<file path="src/rtl/alu_exec_stage_pkg.sv">
// Shared definitions for the execute/write-back stage of the 16-bit RISC core:
// datapath sizes, opcode and FSM state encodings, and opcode classification helpers.
package gP;

  localparam int width   = 16;
  localparam int rowData = 8;
  localparam int addrW   = $clog2(rowData);
  localparam int stepW   = $clog2(width);

  typedef enum logic [3:0] {
    OPC_ADD = 4'h0,
    OPC_SUB = 4'h1,
    OPC_AND = 4'h2,
    OPC_OR  = 4'h3,
    OPC_XOR = 4'h4,
    OPC_NOT = 4'h5,
    OPC_SHL = 4'h6,
    OPC_SHR = 4'h7,
    OPC_MUL = 4'h8,
    OPC_MOV = 4'h9,
    OPC_CMP = 4'hA,
    OPC_NOP = 4'hF
  } opc_t;

  typedef enum logic [1:0] {
    ST_IDLE = 2'd0,
    ST_EXEC = 2'd1,
    ST_MUL  = 2'd2,
    ST_WB   = 2'd3
  } exst_t;

  // Codes B..E are unassigned; they retire like NOP but raise ILL.
  function automatic logic isIllegal(input logic [3:0] opc);
    return (opc >= 4'hB) && (opc <= 4'hE);
  endfunction

  function automatic logic writesReg(input logic [3:0] opc);
    return !(isIllegal(opc) || (opc == OPC_CMP) || (opc == OPC_NOP));
  endfunction

  function automatic logic updatesFlags(input logic [3:0] opc);
    return !(isIllegal(opc) || (opc == OPC_NOP) || (opc == OPC_MOV));
  endfunction

endpackage

</file>
<file path="src/rtl/alu_exec_stage_if.sv">
// Instruction handshake plus register-file read/write ports of the execute stage.
// Handshake: an instruction transfers on a rising CLK edge where IN_VLD && IN_RDY;
// upstream holds OPC/DST/SA1/SA2 stable while IN_VLD is high and IN_RDY is low.
interface alu_exec_stage_if;
  import gP::*;

  logic             IN_VLD;
  logic             IN_RDY;
  logic [3:0]       OPC;
  logic [addrW-1:0] DST;
  logic [addrW-1:0] SA1;
  logic [addrW-1:0] SA2;
  logic [addrW-1:0] RegS1;
  logic [addrW-1:0] RegS2;
  logic [width-1:0] S1_Out;
  logic [width-1:0] S2_Out;
  logic             WEN;
  logic [addrW-1:0] WrtDst;
  logic [width-1:0] WriteData;

  modport slave (
    input  IN_VLD, OPC, DST, SA1, SA2, S1_Out, S2_Out,
    output IN_RDY, RegS1, RegS2, WEN, WrtDst, WriteData
  );

  modport master (
    output IN_VLD, OPC, DST, SA1, SA2, S1_Out, S2_Out,
    input  IN_RDY, RegS1, RegS2, WEN, WrtDst, WriteData
  );

endinterface

</file>
<file path="src/rtl/alu_exec_stage_alu16.sv">
// Combinational single-cycle ALU. CMP shares the SUB datapath; MUL is handled
// by the iterative multiplier in the stage, so it falls to the default here.
module alu16
  import gP::*;
(
  input  logic [width-1:0] s1,
  input  logic [width-1:0] s2,
  input  logic [3:0]       opc,
  output logic [width-1:0] result,
  output logic             carry
);

  always_comb begin
    result = '0;
    carry  = 1'b0;
    case (opc)
      OPC_ADD: {carry, result} = {1'b0, s1} + {1'b0, s2};
      OPC_SUB,
      OPC_CMP: begin
        result = s1 - s2;
        carry  = (s1 < s2);
      end
      OPC_AND: result = s1 & s2;
      OPC_OR:  result = s1 | s2;
      OPC_XOR: result = s1 ^ s2;
      OPC_NOT: result = ~s1;
      OPC_SHL: begin
        result = {s1[width-2:0], 1'b0};
        carry  = s1[width-1];
      end
      OPC_SHR: begin
        result = {1'b0, s1[width-1:1]};
        carry  = s1[0];
      end
      OPC_MOV: result = s1;
      default: begin
        result = '0;
        carry  = 1'b0;
      end
    endcase
  end

endmodule

</file>
<file path="src/rtl/alu_exec_stage.sv">
// Execute/write-back stage: accepts one decoded instruction, reads the register
// file, runs a single-cycle ALU op or a 16-step shift-add multiply, and commits.
module alu_exec_stage
  import gP::*;
(
  input  logic            CLK,
  input  logic            RST_N,
  alu_exec_stage_if.slave bus,
  output logic            FLAG_Z,
  output logic            FLAG_N,
  output logic            FLAG_C,
  output logic            DONE,
  output logic            ILL,
  output exst_t           dbgState
);

  exst_t              state, nextState;
  logic [3:0]         opcR;
  logic [addrW-1:0]   dstR, regS1R, regS2R, wrtDstR;
  logic [width-1:0]   writeDataR, mcand, mplier, aluRes;
  logic [2*width-1:0] acc, accNext;
  logic [stepW-1:0]   step;
  logic               aluC, wenR, doneR, illR, accept, lastStep;

  assign accept        = bus.IN_VLD && (state == ST_IDLE);
  assign lastStep      = (step == stepW'(width - 1));
  assign bus.IN_RDY    = (state == ST_IDLE);
  assign bus.RegS1     = regS1R;
  assign bus.RegS2     = regS2R;
  assign bus.WEN       = wenR;
  assign bus.WrtDst    = wrtDstR;
  assign bus.WriteData = writeDataR;
  assign DONE          = doneR;
  assign ILL           = illR;
  assign dbgState      = state;

  // One shift-add step: the multiplier is consumed LSB-first as it shifts right.
  assign accNext = mplier[0] ? (acc + ({{width{1'b0}}, mcand} << step)) : acc;

  alu16 uAlu (
    .s1     (bus.S1_Out),
    .s2     (bus.S2_Out),
    .opc    (opcR),
    .result (aluRes),
    .carry  (aluC)
  );

  always_ff @(posedge CLK or negedge RST_N) begin
    if (!RST_N) state <= ST_IDLE;
    else        state <= nextState;
  end

  always_comb begin
    nextState = state;
    case (state)
      ST_IDLE: if (accept) nextState = ST_EXEC;
      ST_EXEC: nextState = (opcR == OPC_MUL) ? ST_MUL : ST_WB;
      ST_MUL:  if (lastStep) nextState = ST_WB;
      ST_WB:   nextState = ST_IDLE;
      default: nextState = ST_IDLE;
    endcase
  end

  // WEN/DONE/ILL are loaded on the edge entering WB and cleared on the edge leaving it.
  always_ff @(posedge CLK or negedge RST_N) begin
    if (!RST_N) begin
      opcR       <= OPC_NOP;
      dstR       <= '0;
      regS1R     <= '0;
      regS2R     <= '0;
      wrtDstR    <= '0;
      writeDataR <= '0;
      wenR       <= 1'b0;
      doneR      <= 1'b0;
      illR       <= 1'b0;
      FLAG_Z     <= 1'b0;
      FLAG_N     <= 1'b0;
      FLAG_C     <= 1'b0;
      mcand      <= '0;
      mplier     <= '0;
      acc        <= '0;
      step       <= '0;
    end else begin
      wenR  <= 1'b0;
      doneR <= 1'b0;
      illR  <= 1'b0;
      case (state)
        ST_IDLE: begin
          if (accept) begin
            opcR   <= bus.OPC;
            dstR   <= bus.DST;
            regS1R <= bus.SA1;
            regS2R <= bus.SA2;
          end
        end
        ST_EXEC: begin
          if (opcR == OPC_MUL) begin
            mcand  <= bus.S1_Out;
            mplier <= bus.S2_Out;
            acc    <= '0;
            step   <= '0;
          end else begin
            wenR       <= writesReg(opcR);
            doneR      <= 1'b1;
            illR       <= isIllegal(opcR);
            wrtDstR    <= dstR;
            writeDataR <= aluRes;
            if (updatesFlags(opcR)) begin
              FLAG_Z <= (aluRes == '0);
              FLAG_N <= aluRes[width-1];
              FLAG_C <= aluC;
            end
          end
        end
        ST_MUL: begin
          acc    <= accNext;
          mplier <= mplier >> 1;
          step   <= step + 1'b1;
          if (lastStep) begin
            wenR       <= 1'b1;
            doneR      <= 1'b1;
            wrtDstR    <= dstR;
            writeDataR <= accNext[width-1:0];
            FLAG_Z     <= (accNext[width-1:0] == '0);
            FLAG_N     <= accNext[width-1];
            FLAG_C     <= |accNext[2*width-1:width];
          end
        end
        default: ;
      endcase
    end
  end

endmodule

</file>
<file path="src/flat_wrapper.sv">
// flat-port wrapper written by rule: the top's interface ports become plain ports
module alu_exec_stage_flat import gP::*;
  (CLK, RST_N, FLAG_Z, FLAG_N, FLAG_C, DONE, ILL, dbgState, bus_IN_VLD, bus_OPC, bus_DST, bus_SA1, bus_SA2, bus_S1_Out, bus_S2_Out, bus_IN_RDY, bus_RegS1, bus_RegS2, bus_WEN, bus_WrtDst, bus_WriteData);
  alu_exec_stage_if bus_i ();
  input  logic CLK;
  input  logic RST_N;
  output logic FLAG_Z;
  output logic FLAG_N;
  output logic FLAG_C;
  output logic DONE;
  output logic ILL;
  output exst_t dbgState;
  input wire logic [$bits(bus_i.IN_VLD)-1:0] bus_IN_VLD;
  input wire logic [$bits(bus_i.OPC)-1:0] bus_OPC;
  input wire logic [$bits(bus_i.DST)-1:0] bus_DST;
  input wire logic [$bits(bus_i.SA1)-1:0] bus_SA1;
  input wire logic [$bits(bus_i.SA2)-1:0] bus_SA2;
  input wire logic [$bits(bus_i.S1_Out)-1:0] bus_S1_Out;
  input wire logic [$bits(bus_i.S2_Out)-1:0] bus_S2_Out;
  output wire logic [$bits(bus_i.IN_RDY)-1:0] bus_IN_RDY;
  output wire logic [$bits(bus_i.RegS1)-1:0] bus_RegS1;
  output wire logic [$bits(bus_i.RegS2)-1:0] bus_RegS2;
  output wire logic [$bits(bus_i.WEN)-1:0] bus_WEN;
  output wire logic [$bits(bus_i.WrtDst)-1:0] bus_WrtDst;
  output wire logic [$bits(bus_i.WriteData)-1:0] bus_WriteData;
  assign bus_i.IN_VLD = bus_IN_VLD;
  assign bus_i.OPC = bus_OPC;
  assign bus_i.DST = bus_DST;
  assign bus_i.SA1 = bus_SA1;
  assign bus_i.SA2 = bus_SA2;
  assign bus_i.S1_Out = bus_S1_Out;
  assign bus_i.S2_Out = bus_S2_Out;
  assign bus_IN_RDY = bus_i.IN_RDY;
  assign bus_RegS1 = bus_i.RegS1;
  assign bus_RegS2 = bus_i.RegS2;
  assign bus_WEN = bus_i.WEN;
  assign bus_WrtDst = bus_i.WrtDst;
  assign bus_WriteData = bus_i.WriteData;
  alu_exec_stage u_core (.CLK(CLK), .RST_N(RST_N), .bus(bus_i), .FLAG_Z(FLAG_Z), .FLAG_N(FLAG_N), .FLAG_C(FLAG_C), .DONE(DONE), .ILL(ILL), .dbgState(dbgState));
endmodule
</file>
<file path="config.mk">
export PLATFORM = sky130hd
export DESIGN_NAME = alu_exec_stage_flat
export DESIGN_NICKNAME = d
export VERILOG_FILES = /design/src/rtl/alu_exec_stage_pkg.sv /design/src/rtl/alu_exec_stage_if.sv /design/src/rtl/alu_exec_stage_alu16.sv /design/src/rtl/alu_exec_stage.sv /design/src/flat_wrapper.sv
export SDC_FILE = /design/constraint.sdc
export NUM_CORES = 1
export LEC_CHECK = 0
export CAP_MARGIN = 40
export CORE_MARGIN = 2
export CORE_UTILIZATION = 65
export DETAILED_ROUTE_END_ITERATION = 6
export PLACE_DENSITY = 0.95
export SYNTH_ARGS = -nofsm -noshare
export SYNTH_HDL_FRONTEND = slang
export SYNTH_SLANG_ARGS = --single-unit
export TNS_END_PERCENT = 100
</file>
<file path="constraint.sdc">
create_clock -name CLK -period 12.7 [get_ports CLK]
set_input_delay 2.54 -clock CLK [delete_from_list [all_inputs] [get_ports CLK]]
set_output_delay 2.54 -clock CLK [all_outputs]
set_load 0.02 [all_outputs]
</file>
==> After elaboration in Yosys (flattened, before gate mapping) <==
Index checks and enable logic that the tools add are counted.
{ "word_totals": {"regBits": 108, "latch_bits": 0, "ramBits": 0, "rom_bits": 0, "output_inout_bits": 34, "elab_cells": 107, "mem_count": 0} }
{ "classes": {"addsub": 4, "multipliers": 0, "n_div": 0, "magnitude_cmp": 3, "n_eq_ne": 20, "shifts": 1, "n_mux": 38, "bitwise_logic": 4, "n_reduce_logical": 20} }
{ "ops": {"columns": ["cell", "count"], "rows": [
  ["$pmux W16 S9", 1],
  ["$mux W32", 2],
  ["$pmux W16 S2", 2],
  ["$pmux W32 S2", 1],
  ["$mux W16", 3],
  ["$add A32 B32 Y32", 1],
  ["$logic_not A16 Y1", 2],
  ["$shl A16 B4 Y32", 1],
  ["$eq A4 B4 Y1 const B", 5],
  ["$add A16 B16 Y17", 1],
  ["$and A16 B16 Y16", 1],
  ["$eq A4 B3 Y1 const B", 4],
  ["$lt A16 B16 Y1", 1],
  ["$not A16 Y16", 1],
  ["$or A16 B16 Y16", 1],
  ["$reduce_or A16 Y1", 1],
  ["$sub A16 B16 Y16", 1],
  ["$xor A16 B16 Y16", 1],
  ["$mux W1", 15],
  ["$pmux W1 S2", 5],
  ["$eq A4 B2 Y1 const B", 2],
  ["$pmux W2 S4", 1],
  ["$pmux W4 S2", 1],
  ["$reduce_and A2 Y1", 4],
  ["22 further kinds", 32]
]} }

==> Depth between registers and ports, before layout <==
Gate-level depths: netlist of the first run.
{ "logic_depth": {"ltp_word": 7, "ltp_mapped": 19, "ltp_nobuf": 17} }

==> By module <==
From an unflattened synthesis of the first run, not the netlist that was laid out.
{ "unflattened": {"hier_cells": 1293, "hier_area_um2": 10386.2} }
{ "modules_own_cells": {"columns": ["module", "n_inst", "cells_each", "area_per_inst_um2", "seq_area_each_um2"], "rows": [
  ["alu_exec_stage", 1, 846, 7472.2, 2707.6],
  ["alu16", 1, 447, 2914.0, 0.0]
]} }

==> Least setup slack after synthesis of the first run <==
OpenSTA, ideal clock, no wires.
{ "synth_timing": {"path_type": "in2reg", "from": "input bus_S2_Out[1]", "to": "register u_core.FLAG_N", "setup_ns": 0.125, "t_arrival_ns": 4.886, "t_required_ns": 12.575, "path_slack_ns": 7.689, "stages": 11, "n_path_buf": 0, "path_cell_list": "inv_1 ha_1 a21o_1 and4_4 or3_4 a311o_1 a41oi_1 o41ai_1 a32oi_1 mux2i_1 mux2_2"} }
{ "synth_between": {"elab_chain_len": 5, "word_cells_on_any_way": 6} }
{ "synth_rtl": {"columns": ["item", "line_no", "text"], "rows": [
  ["start, declared", "flat_wrapper.sv:19", "input wire logic [$bits(bus_i.S2_Out)-1:0] bus_S2_Out;"],
  ["$sub A16 B16 Y16 or $add A16 B16 Y17 (tied branches)", "alu_exec_stage_alu16.sv:20, alu_exec_stage_alu16.sv:17", null],
  ["$pmux W16 S9 (*)", "alu_exec_stage_alu16.sv:16", "case (opc)"],
  ["$mux W1 (*)", "alu_exec_stage.sv:108", "if (updatesFlags(opcR)) begin"],
  ["$mux W1 (*)", "alu_exec_stage.sv:97", "if (opcR == OPC_MUL) begin"],
  ["$pmux W1 S2 (*)", "alu_exec_stage.sv:87", "case (state)"],
  ["end signal, assigned", "alu_exec_stage.sv:110", "FLAG_N <= aluRes[width-1];"],
  ["end signal, assigned", "alu_exec_stage.sv:125", "FLAG_N <= accNext[width-1];"],
  ["end, declared", "alu_exec_stage.sv:10", "output logic FLAG_N,"]
]} }
Mark *: on every way between the ends. The rest lies on a longest branch, timed or not. The select of a mux whose other input is x is not followed.
A chain may end at the register's enable or synchronous reset.

==> Worst setup path in the final report of the first run <==
{ "layout_timing": {"from": "input bus_S1_Out[0]", "to": "register u_core.FLAG_Z"} }
{ "layout_between": {"elab_chain_len": 6, "word_cells_on_any_way": 11} }
{ "layout_rtl": {"columns": ["item", "line_no", "text"], "rows": [
  ["start, declared", "flat_wrapper.sv:18", "input wire logic [$bits(bus_i.S1_Out)-1:0] bus_S1_Out;"],
  ["$sub A16 B16 Y16 (tied with other cells)", "alu_exec_stage_alu16.sv:20", "result = s1 - s2;"],
  ["$pmux W16 S9 (*)", "alu_exec_stage_alu16.sv:16", null],
  ["$logic_not A16 Y1 (*)", "alu_exec_stage.sv:109", "FLAG_Z <= (aluRes == '0);"],
  ["$mux W1 (*)", "alu_exec_stage.sv:108", null],
  ["$mux W1 (*)", "alu_exec_stage.sv:97", null],
  ["$pmux W1 S2 (*)", "alu_exec_stage.sv:87", null],
  ["end signal, assigned", "alu_exec_stage.sv:109", null],
  ["end signal, assigned", "alu_exec_stage.sv:124", "FLAG_Z <= (accNext[width-1:0] == '0);"],
  ["end, declared", "alu_exec_stage.sv:9", "output logic FLAG_Z,"]
]} }
Marked as above.

==> impl_metrics.toml, run 1 <==
[outcome]
outcome = "finished with violations"
violations = "design-rule violations"

[logic_synthesis]
yosys.cell_types.count = 88
yosysSeqAreaShare_pct = 25.7
ys_seq_elements = 108
synth_area_per_cell_um2 = 8.13
synthesis.nets = 1428
synthArstFlopShare_pct = 100
synth_area_um2 = 10500
synth-edff-count = 0
synthFlopType = "dfrtp_1"
yosysWarnings = 0
synth_top_area_share_pct = 24.7
syn_inst = 1294
yosys-top-cells-area = "dfrtp_1 25%, ha_1 9.9%, mux2_2 5.0%"
yosysTopAreaCell = "dfrtp_1"

[timing]
finalHoldViolations = 0
slew_headroom_pct = 39.6
timing.final.crit_share_pct = 44.7
maxSlewViolCount = 0
tns_ns = 0
worst_pin_slew_ns = 0.905
hold_ws_ns = 0.485
fin_skew_ns = 0.0111
fmax_mhz = 176
finalCriticalPeriod_ns = 5.67
rsz0062_at_grt = "false"
setup_viol = 0

[floorplan]
num_rows = 46
ios = 82
die_h_um = 131
die_x_um = 131
initial_core_util_pct = 66.5
core_um2 = 15800
die_area_um2 = 17200

[drt]
via_per_inst = 6.97
wl_per_cell_um = 21.8
vias = 10700
dr.pass1.iters = 7
antenna_left = 0
routed_wl_um = 33600
drc = 1
first_iter_violations = 1369

[clock_network]
ctsHoldBuffers = 0
cts_tree = "yes"
cts_made_buffers = 9
cts_sinks = 108
cts_resized = 0
clk_latency_ns = 0.37
htreeDepth = 3
clock_tree.buffer_depth = 2
post_cts.repair.setup_buffers = 0
path_clk_slew_ns = 0.08
root_buffer = "clkbuf_16"

[worst_setup_path]
cp_max_fo = 7
path_depth = 14
cp_slowest_cell = "a221oi_1"
path_delay_family = "compound AO/OA/AOI/OAI gates"
worstPathArrival_ns = 5.96
crit_path_start_kind = "input pin"
endpoint_kind = "register"
rr_worst_depth = 15
cp.buffers_inverters = 3
path_cells = "clkdlybuf4s50_1 -> inv_1 -> ha_1 -> inv_1 -> fa_1 -> nand2b_1 -> nand2b_1 -> a21oi_1 -> o221ai_1 -> a221oi_1 -> nand4_1 -> nor4_1 -> nand4_1 -> o21ai_1"
path_class = "in -> reg"
slowest_delay_ns = 0.74
critPathRequiredTime_ns = 12.99

[layout]
fillCellCount = 1198
instances_no_fill = 1541
drive_gt1_share_pct = 9.13
area_delta_synth_final_pct = 10.8
layout_commonest_cell = "nor2_1"
multiInputGateArea_um2 = 7220
seq_area_um2 = 2710
final_util_pct = 73.7
final_cell_mix = "129 x nor2_1, 125 x nand2_1, 104 x dfrtp_1"
diodes = 0
nNetsFinal = 1455

[pwr]
power_leakage_nw = 5.14
peakVddDrop_mv = 0.208
power_mw = 2.74
p_per_area_nw_per_um2 = 235

[global_routing]
grt_start_max_net_pins = 65
grt.total_usage_pct = 38.6
met2_usage_pct = 59.2
grt-busiest-layer = "met2"
antenna_found_initial = 1
met1_usage_pct = 51.6
grt_pass1_vias = 10100
grt_pass1_wl_um = 53700
grt_overflow = 0
use_met3_pct = 6.75

[flow_run]
drv_cap = 0

[placed_design]
dp_hpwl_um = 24900
routabilityCongestion = 1.06
portBuffers = 81
dp.cells = 1526

[min_path]
min_path_cells = 1
hp-class = "reg -> reg"
path summary, 6_finish.rpt:
| kind | startpoint | endpoint | slack [ns] |
|---|---|---|---|
| worst min register to register | u_core.bus.WriteData[8] | u_core.bus.WriteData[8] | 0.49 |
| worst max register to register | u_core.step[0] | u_core.FLAG_C | 7.64 |
| worst max-delay path | bus_S1_Out[0] | u_core.FLAG_Z | 7.03 |
| min in group asynchronous | RST_N | u_core.acc[9] | 2.27 |
| max in group asynchronous | RST_N | u_core.acc[25] | 9.31 |
| worst min-delay path | u_core.bus.WriteData[8] | u_core.bus.WriteData[8] | 0.49 |
stage by stage:
stage / instance area [µm²] / setup WS [ns]
after floorplan: 10500 / 7.69
after global placement: 11400 / 6.78
after detailed placement: 11400 / 6.69
after CTS: 11700 / 7.07
after global routing: 11700 / 6.78
final: 11700 / 7.03
cell type report:
class / instances / share of cell area (%)
clock buffers: 10 / 1.96
clock inverters: 5 / 0.386
inverters: 70 / 2.25
multi-input cells: 1036 / 61.9
flip-flops and latches: 108 / 23.2
well taps: 216 / 2.32
repair buffers: 96 / 7.99
kinds of logic after synthesis:
family / count (synthesis) / share of synthesized area (%)
AO/OA/AOI/OAI: 429 / 28.2
adder cells (fa/ha/maj): 86 / 10.4
buffers and inverters: 150 / 5.81
flip-flops: 108 / 25.7
XOR/XNOR: 17 / 1.41
multiplexers: 85 / 9.48
AND/OR/NAND/NOR: 419 / 18.9
registers in the layout (all words and copies together), names as in the netlist, 2 cells and up:
signal and count:
u_core.bus.WriteData 16, u_core.dbgState 2, u_core.opcR 4, u_core.bus.WrtDst 3, u_core.dstR 3, u_core.bus.RegS2 3
u_core.acc 32, u_core.bus.RegS1 3, u_core.mplier 16, u_core.step 4, u_core.mcand 16
where the power goes:
group | internal, mW | switching (mW) | total, mW
clock network | 0.135 | 0.139 | 0.274
registers | 0.480 | 0.178 | 0.658
logic | 0.695 | 1.11 | 1.81
total | 1.31 | 1.43 | 2.74
cell usage after synthesis, types with 5 or more instances:
cell type and instances:
a2111oi_0 5, a211o_1 6, a211oi_1 19, a21boi_0 5, a21o_1 30, a21oi_1 79
a221o_1 6, a221oi_1 20, a22o_1 5, a22oi_1 9, a31o_2 5, a31oi_1 25
and2_1 14, and3_1 9, buf_1 8, buf_2 18, clkbuf_1 49, dfrtp_1 104
ha_1 83, inv_1 68, mux2_2 47, mux2i_1 31, mux4_2 7, nand2_1 125
nand2b_1 17, nand3_1 31, nand4_1 15, nor2_1 129, nor2b_1 15, nor3_1 21
nor4_1 6, o211ai_1 11, o21a_1 7, o21ai_0 95, o21bai_1 9, o221ai_1 6
o22ai_1 20, o2bb2ai_1 5, o311ai_0 5, o31ai_1 6, or2_2 5, or3_1 8
xnor2_1 8, xor2_1 9
worst reg2reg max path, delay by kind of cell (launching register included):
kind,cells,cell delay [ns]
mux,1,0.16
buf+inv,1,0.30
flops,1,0.93
simple gates,4,1.07
fa+ha+maj,1,0.48
compound gates,8,1.98
metal layers:
layer | vias up | wire length, µm
li1 | 4846 | -
met1 | 4999 | 13100
met2 | 732 | 15100
met3 | 162 | 3330
met4 | 0 | 2080
met5 | - | 0
No activity file was read; power rests on OpenSTA's default activity.
==> run 2, diff against run 1 <==
--- a/config.mk
+++ b/config.mk
@@ -7,9 +7,9 @@
 export LEC_CHECK = 0
 export CAP_MARGIN = 40
 export CORE_MARGIN = 2
-export CORE_UTILIZATION = 65
+export CORE_UTILIZATION = 55
 export DETAILED_ROUTE_END_ITERATION = 6
-export PLACE_DENSITY = 0.95
+export PLACE_DENSITY = 0.9
 export SYNTH_ARGS = -nofsm -noshare
 export SYNTH_HDL_FRONTEND = slang
 export SYNTH_SLANG_ARGS = --single-unit
==> constraint.sdc (replaced) <==
create_clock -name CLK -period 5.2 [get_ports CLK]
set_input_delay 1.04 -clock CLK [delete_from_list [all_inputs] [get_ports CLK]]
set_output_delay 1.04 -clock CLK [all_outputs]
set_load 0.02 [all_outputs]
==> run 2 against run 1 <==
Against the previous run:
- the run now ends clean
- cell count is 1.7% higher
- sequential cell count did not move
- register-to-register slack got worse by 7.1 ns
- via count fell by 0.32%
- clock skew rose by 0.0024 ns
- global-route usage decreased by 6.4 points
- clock power increased to 2.8 times the previous value
- hold slack got worse by 0.0019 ns
- critical path depth up 2
==> impl_metrics.toml, run 2 (synthesis results as in run 1) <==
[worst_setup_path]
endpoint_kind = "register"
worstPathArrival_ns = 4.95
path_class = "reg -> reg"
critPathRequiredTime_ns = 5.45
regToRegSetupSlack_ns = 0.49
crit_path_start_kind = "register"
cp_max_fo = 14

[timing]
hold_ws_ns = 0.484
worst_pin_slew_ns = 0.884
fin_skew_ns = 0.0135
slew_headroom_pct = 41.0
setup_viol = 0
finalCriticalPeriod_ns = 4.71
finalHoldViolations = 0
maxSlewViolCount = 0
timing.final.crit_share_pct = 90.5
fmax_mhz = 212
rsz0062_at_grt = "false"
tns_ns = 0

[clock_network]
path_clk_slew_ns = 0.08
cts_made_buffers = 9
clk_latency_ns = 0.37
cts_tree = "yes"
cts_sinks = 108
htreeDepth = 3
ctsHoldBuffers = 0
clock_tree.buffer_depth = 2
cts_resized = 0
post_cts.repair.setup_buffers = 0
root_buffer = "clkbuf_16"

[placed_design]
place_area_um2 = 11500
portBuffers = 81
routabilityCongestion = 1.02
dp_hpwl_um = 24000

[drt]
antenna_left = 0
wl_per_cell_um = 20.8
via_per_inst = 6.83
vias = 10700
routed_wl_um = 32600
first_iter_violations = 1342
dr.pass1.iters = 6
drc = 0

[floorplan]
core_um2 = 18800
initial_core_util_pct = 56.1
ios = 82
die_area_um2 = 20300
die_x_um = 142
die_h_um = 142
num_rows = 50

[pwr]
p_per_area_nw_per_um2 = 570
clock_power_share_pct = 11.2
switching_share_pct = 50.8
peakVddDrop_mv = 0.423
combinationalPowerShare_pct = 65.4
pwr-share-seq_pct = 23.3
power.switching_mw = 3.42
power_leakage_nw = 5.21
p_int_mw = 3.31

[layout]
drive_gt1_share_pct = 9.83
top_register = "u_core.acc"
area_delta_synth_final_pct = 12.1
fin_area_um2 = 11800
layout_commonest_cell = "nor2_1"
diodes = 0
largest_reg_flops = 32
fillCellCount = 1545
nNetsFinal = 1462
final_cell_mix = "129 x nor2_1, 125 x nand2_1, 103 x dfrtp_1"

[global_routing]
grt_pass1_vias = 9839
antenna_found_initial = 0
grt_overflow = 0
grt_pass1_wl_um = 51700
grt.total_usage_pct = 32.1
grt_start_max_net_pins = 49

[flow_run]
drv_cap = 0

[outcome]
outcome = "completed"

[min_path]
hp-class = "reg -> reg"
run 2: power groups by stage:
stage | Sequential [mW] | Clock (mW) | Combinational (mW)
floorplan | 1.50 | 0 | 3.04
detailed placement | 1.57 | 0 | 4.27
CTS | 1.55 | 0.764 | 4.30
global placement | 1.55 | 0 | 4.17
global route | 1.61 | 0.787 | 4.75
finish | 1.57 | 0.755 | 4.40
run 2: through the flow:
stage               power, mW  util [%]  setup slack, ns  instances
floorplan                4.54         -             1.13       1294
global placement         5.72      60.8            0.717       1546
detailed placement       5.84      61.1            0.616       1551
CTS                      6.62      62.8            0.588       1567
global route             7.15      62.8            0.201       1567
finish                   6.73      62.8            0.493       1567
run 2: per-layer routing:
metal	up-vias	GRT usage, %	routed length (µm)
li1	4867	-	-
met1	5006	42.0	12800
met2	691	52.6	15100
met3	141	5.25	3040
met4	0	14.3	1660
met5	-	0	0
run 2: area by class of cell:
class                   count  area [µm²]  area share [%]
clock buffers              10         239            2.03
clock inverters             6        80.1           0.679
inverters                  70         263            2.23
multi-input cells        1036        7220            61.2
flip-flops and latches    108        2710            23.0
well taps                 234         293            2.48
repair buffers            103         993            8.42
run 2: worst max-delay path, stage by stage (launching register included):
cell and delay, ns:
dfrtp_1 0.61, buf_4 0.30, mux2i_1 0.27, nor2_1 0.07, a31oi_1 0.30, nor2_1 0.07, a21oi_1 0.22, nor2_1 0.12
ha_1 0.42, and3_1 0.26, and3_1 0.23, o2111ai_2 0.22, a41o_1 0.32, a311oi_1 0.50, nand4bb_1 0.27, a2111oi_2 0.29
a31oi_1 0.12
run 2: path summary, 6_finish.rpt:
check,startpoint,to,cells past startpoint
max in group asynchronous,RST_N,u_core.opcR[0],3
worst min register to register,u_core.bus.WriteData[0],u_core.bus.WriteData[0],2
worst max-delay path,u_core.step[1],u_core.FLAG_C,16
worst max register to register,u_core.step[1],u_core.FLAG_C,16
min in group asynchronous,RST_N,u_core.acc[10],1
worst min-delay path,u_core.bus.WriteData[0],u_core.bus.WriteData[0],2
==> run 3, diff against run 2 <==
--- a/config.mk
+++ b/config.mk
@@ -7,8 +7,9 @@
 export LEC_CHECK = 0
 export CAP_MARGIN = 40
 export CORE_MARGIN = 2
-export CORE_UTILIZATION = 55
+export CORE_UTILIZATION = 60
 export DETAILED_ROUTE_END_ITERATION = 6
+export DONT_BUFFER_PORTS = 1
 export PLACE_DENSITY = 0.9
 export SYNTH_ARGS = -nofsm -noshare
 export SYNTH_HDL_FRONTEND = slang
==> run 3 against run 2 <==
Against the previous run:
- combinational power is 10% lower
- clock power decreased by 7.3%
- design area decreased by 7.6%
- maximum frequency down 3.2%
- total power decreased by 5.1%
- largest cell class unchanged
- sequential power up 11%
- via count fell by 5.1%
==> impl_metrics.toml, run 3 (synthesis results as in run 1) <==
[pwr]
p_per_area_nw_per_um2 = 586
combinationalPowerShare_pct = 61.7
power.switching_mw = 3.37
power_mw = 6.38
clock_power_share_pct = 11.0
p_int_mw = 3.01
power_leakage_nw = 4.84
peakVddDrop_mv = 0.476
pwr-share-seq_pct = 27.3
switching_share_pct = 52.8

[drt]
antenna_left = 0
wl_per_cell_um = 21.9
vias = 10200
drc = 0
via_per_inst = 6.89
dr.pass1.iters = 6
first_iter_violations = 1231
routed_wl_um = 32200

[layout]
layout_commonest_cell = "nor2_1"
nNetsFinal = 1376
largest_reg_flops = 32
final_util_pct = 63.2
fin_area_um2 = 10900
instances_no_fill = 1473
multiInputGateArea_um2 = 7220
drive_gt1_share_pct = 10.0
top_register = "u_core.acc"
area_delta_synth_final_pct = 3.51
fillCellCount = 1477
seq_area_um2 = 2710
final_cell_mix = "129 x nor2_1, 125 x nand2_1, 103 x dfrtp_1"

[clock_network]
htreeDepth = 3
cts_made_buffers = 9
root_buffer = "clkbuf_16"
cts_sinks = 108
post_cts.repair.setup_buffers = 0
clk_latency_ns = 0.37
path_clk_slew_ns = 0.08
clock_tree.buffer_depth = 2
cts_tree = "yes"

[floorplan]
core_um2 = 17200
num_rows = 48
ios = 82
die_h_um = 136
die_x_um = 136
die_area_um2 = 18600
initial_core_util_pct = 61.1

[timing]
timing.final.crit_share_pct = 93.5
fin_skew_ns = 0.0100
slew_headroom_pct = 38.5
fmax_mhz = 206
finalHoldViolations = 0
rsz0062_at_grt = "false"
finalCriticalPeriod_ns = 4.86
maxSlewViolCount = 0
tns_ns = 0
hold_ws_ns = 0.364
setup_viol = 0
setup_ws_ns = 0.336
worst_pin_slew_ns = 0.923

[global_routing]
grt_overflow = 0
grt.total_usage_pct = 35.3
grt_pass1_wl_um = 51100
antenna_found_initial = 1
grt_start_max_net_pins = 109
grt_pass1_vias = 9562

[placed_design]
routabilityCongestion = 0.996
dp_slack_ns = 0.467
portBuffers = 0
dp.cells = 1456
place_area_um2 = 10600
dp_hpwl_um = 23700

[worst_setup_path]
crit_path_start_kind = "register"
cp_slowest_cell = "dfrtp_1"
endpoint_kind = "register"
path_cells = "mux2_2 -> o21ai_0 -> nor2_1 -> a21oi_1 -> a21oi_1 -> ha_1 -> a21oi_1 -> o21ai_0 -> a221o_1 -> a211oi_2 -> nor4b_1 -> a211oi_1 -> nand4_1 -> a2111oi_2 -> a31oi_1"
path_class = "reg -> reg"
slowest_delay_ns = 0.93
cp_max_fo = 26
crit_start = "u_core.step[1]"
crit_top_cell = "a21oi_1"
critPathRequiredTime_ns = 5.45
r2r-start = "u_core.step[1]"
worstPathArrival_ns = 5.11

[flow_run]
drv_cap = 0

[outcome]
outcome = "completed"

[min_path]
hp-class = "in -> async"
-- run 3: timing repair --
action,in CTS,in global routing
endpoints found under the setup margin,0,1
hold buffers,0,0
resized for setup,0,1
-- run 3: final timing paths --
path,endpoint,slack (ns),cells past startpoint
max,u_core.FLAG_C,0.34,15
min,u_core.acc[9],0.36,0
max reg2reg,u_core.FLAG_C,0.34,15
min reg2reg,u_core.dstR[0],0.51,1
max in group asynchronous,u_core.opcR[2],4.58,0
min in group CLK,u_core.dstR[0],0.51,1
-- run 3: power groups by stage --
| stage | registers, mW | clock network (mW) | logic, mW |
|---|---|---|---|
| floorplan | 1.50 | 0 | 3.04 |
| global placement | 1.72 | 0 | 3.73 |
| detailed placement | 1.74 | 0 | 3.81 |
| CTS | 1.73 | 0.705 | 3.83 |
| global route | 1.79 | 0.735 | 4.24 |
| finish | 1.74 | 0.700 | 3.94 |
-- run 3: layer usage --
| metal | global-route usage (%) | wire [µm] | vias to the layer above |
|---|---|---|---|
| li1 | - | - | 4694 |
| met1 | 46.1 | 13000 | 4781 |
| met2 | 56.5 | 14600 | 580 |
| met3 | 7.20 | 3210 | 100 |
| met4 | 15.5 | 1350 | 0 |
| met5 | 0 | 0 | - |
-- run 3: cell type report --
type                       count  area share, %
multi-input combinational   1036           66.3
sequential                   108           24.9
tap                          225           2.58
inverter                      70           2.41
clock buffer                  10           2.19
timing repair buffer          17           1.17
clock inverter                 6          0.494
antenna                        1         0.0230
-- run 3: critical path, delay by kind of cell (launching register included) --
| kind | cells | cell delay (ns) |
|---|---|---|
| compound gates | 10 | 2.54 |
| flops | 1 | 0.93 |
| fa+ha+maj | 1 | 0.44 |
| mux | 1 | 0.42 |
| simple gates | 3 | 0.39 |
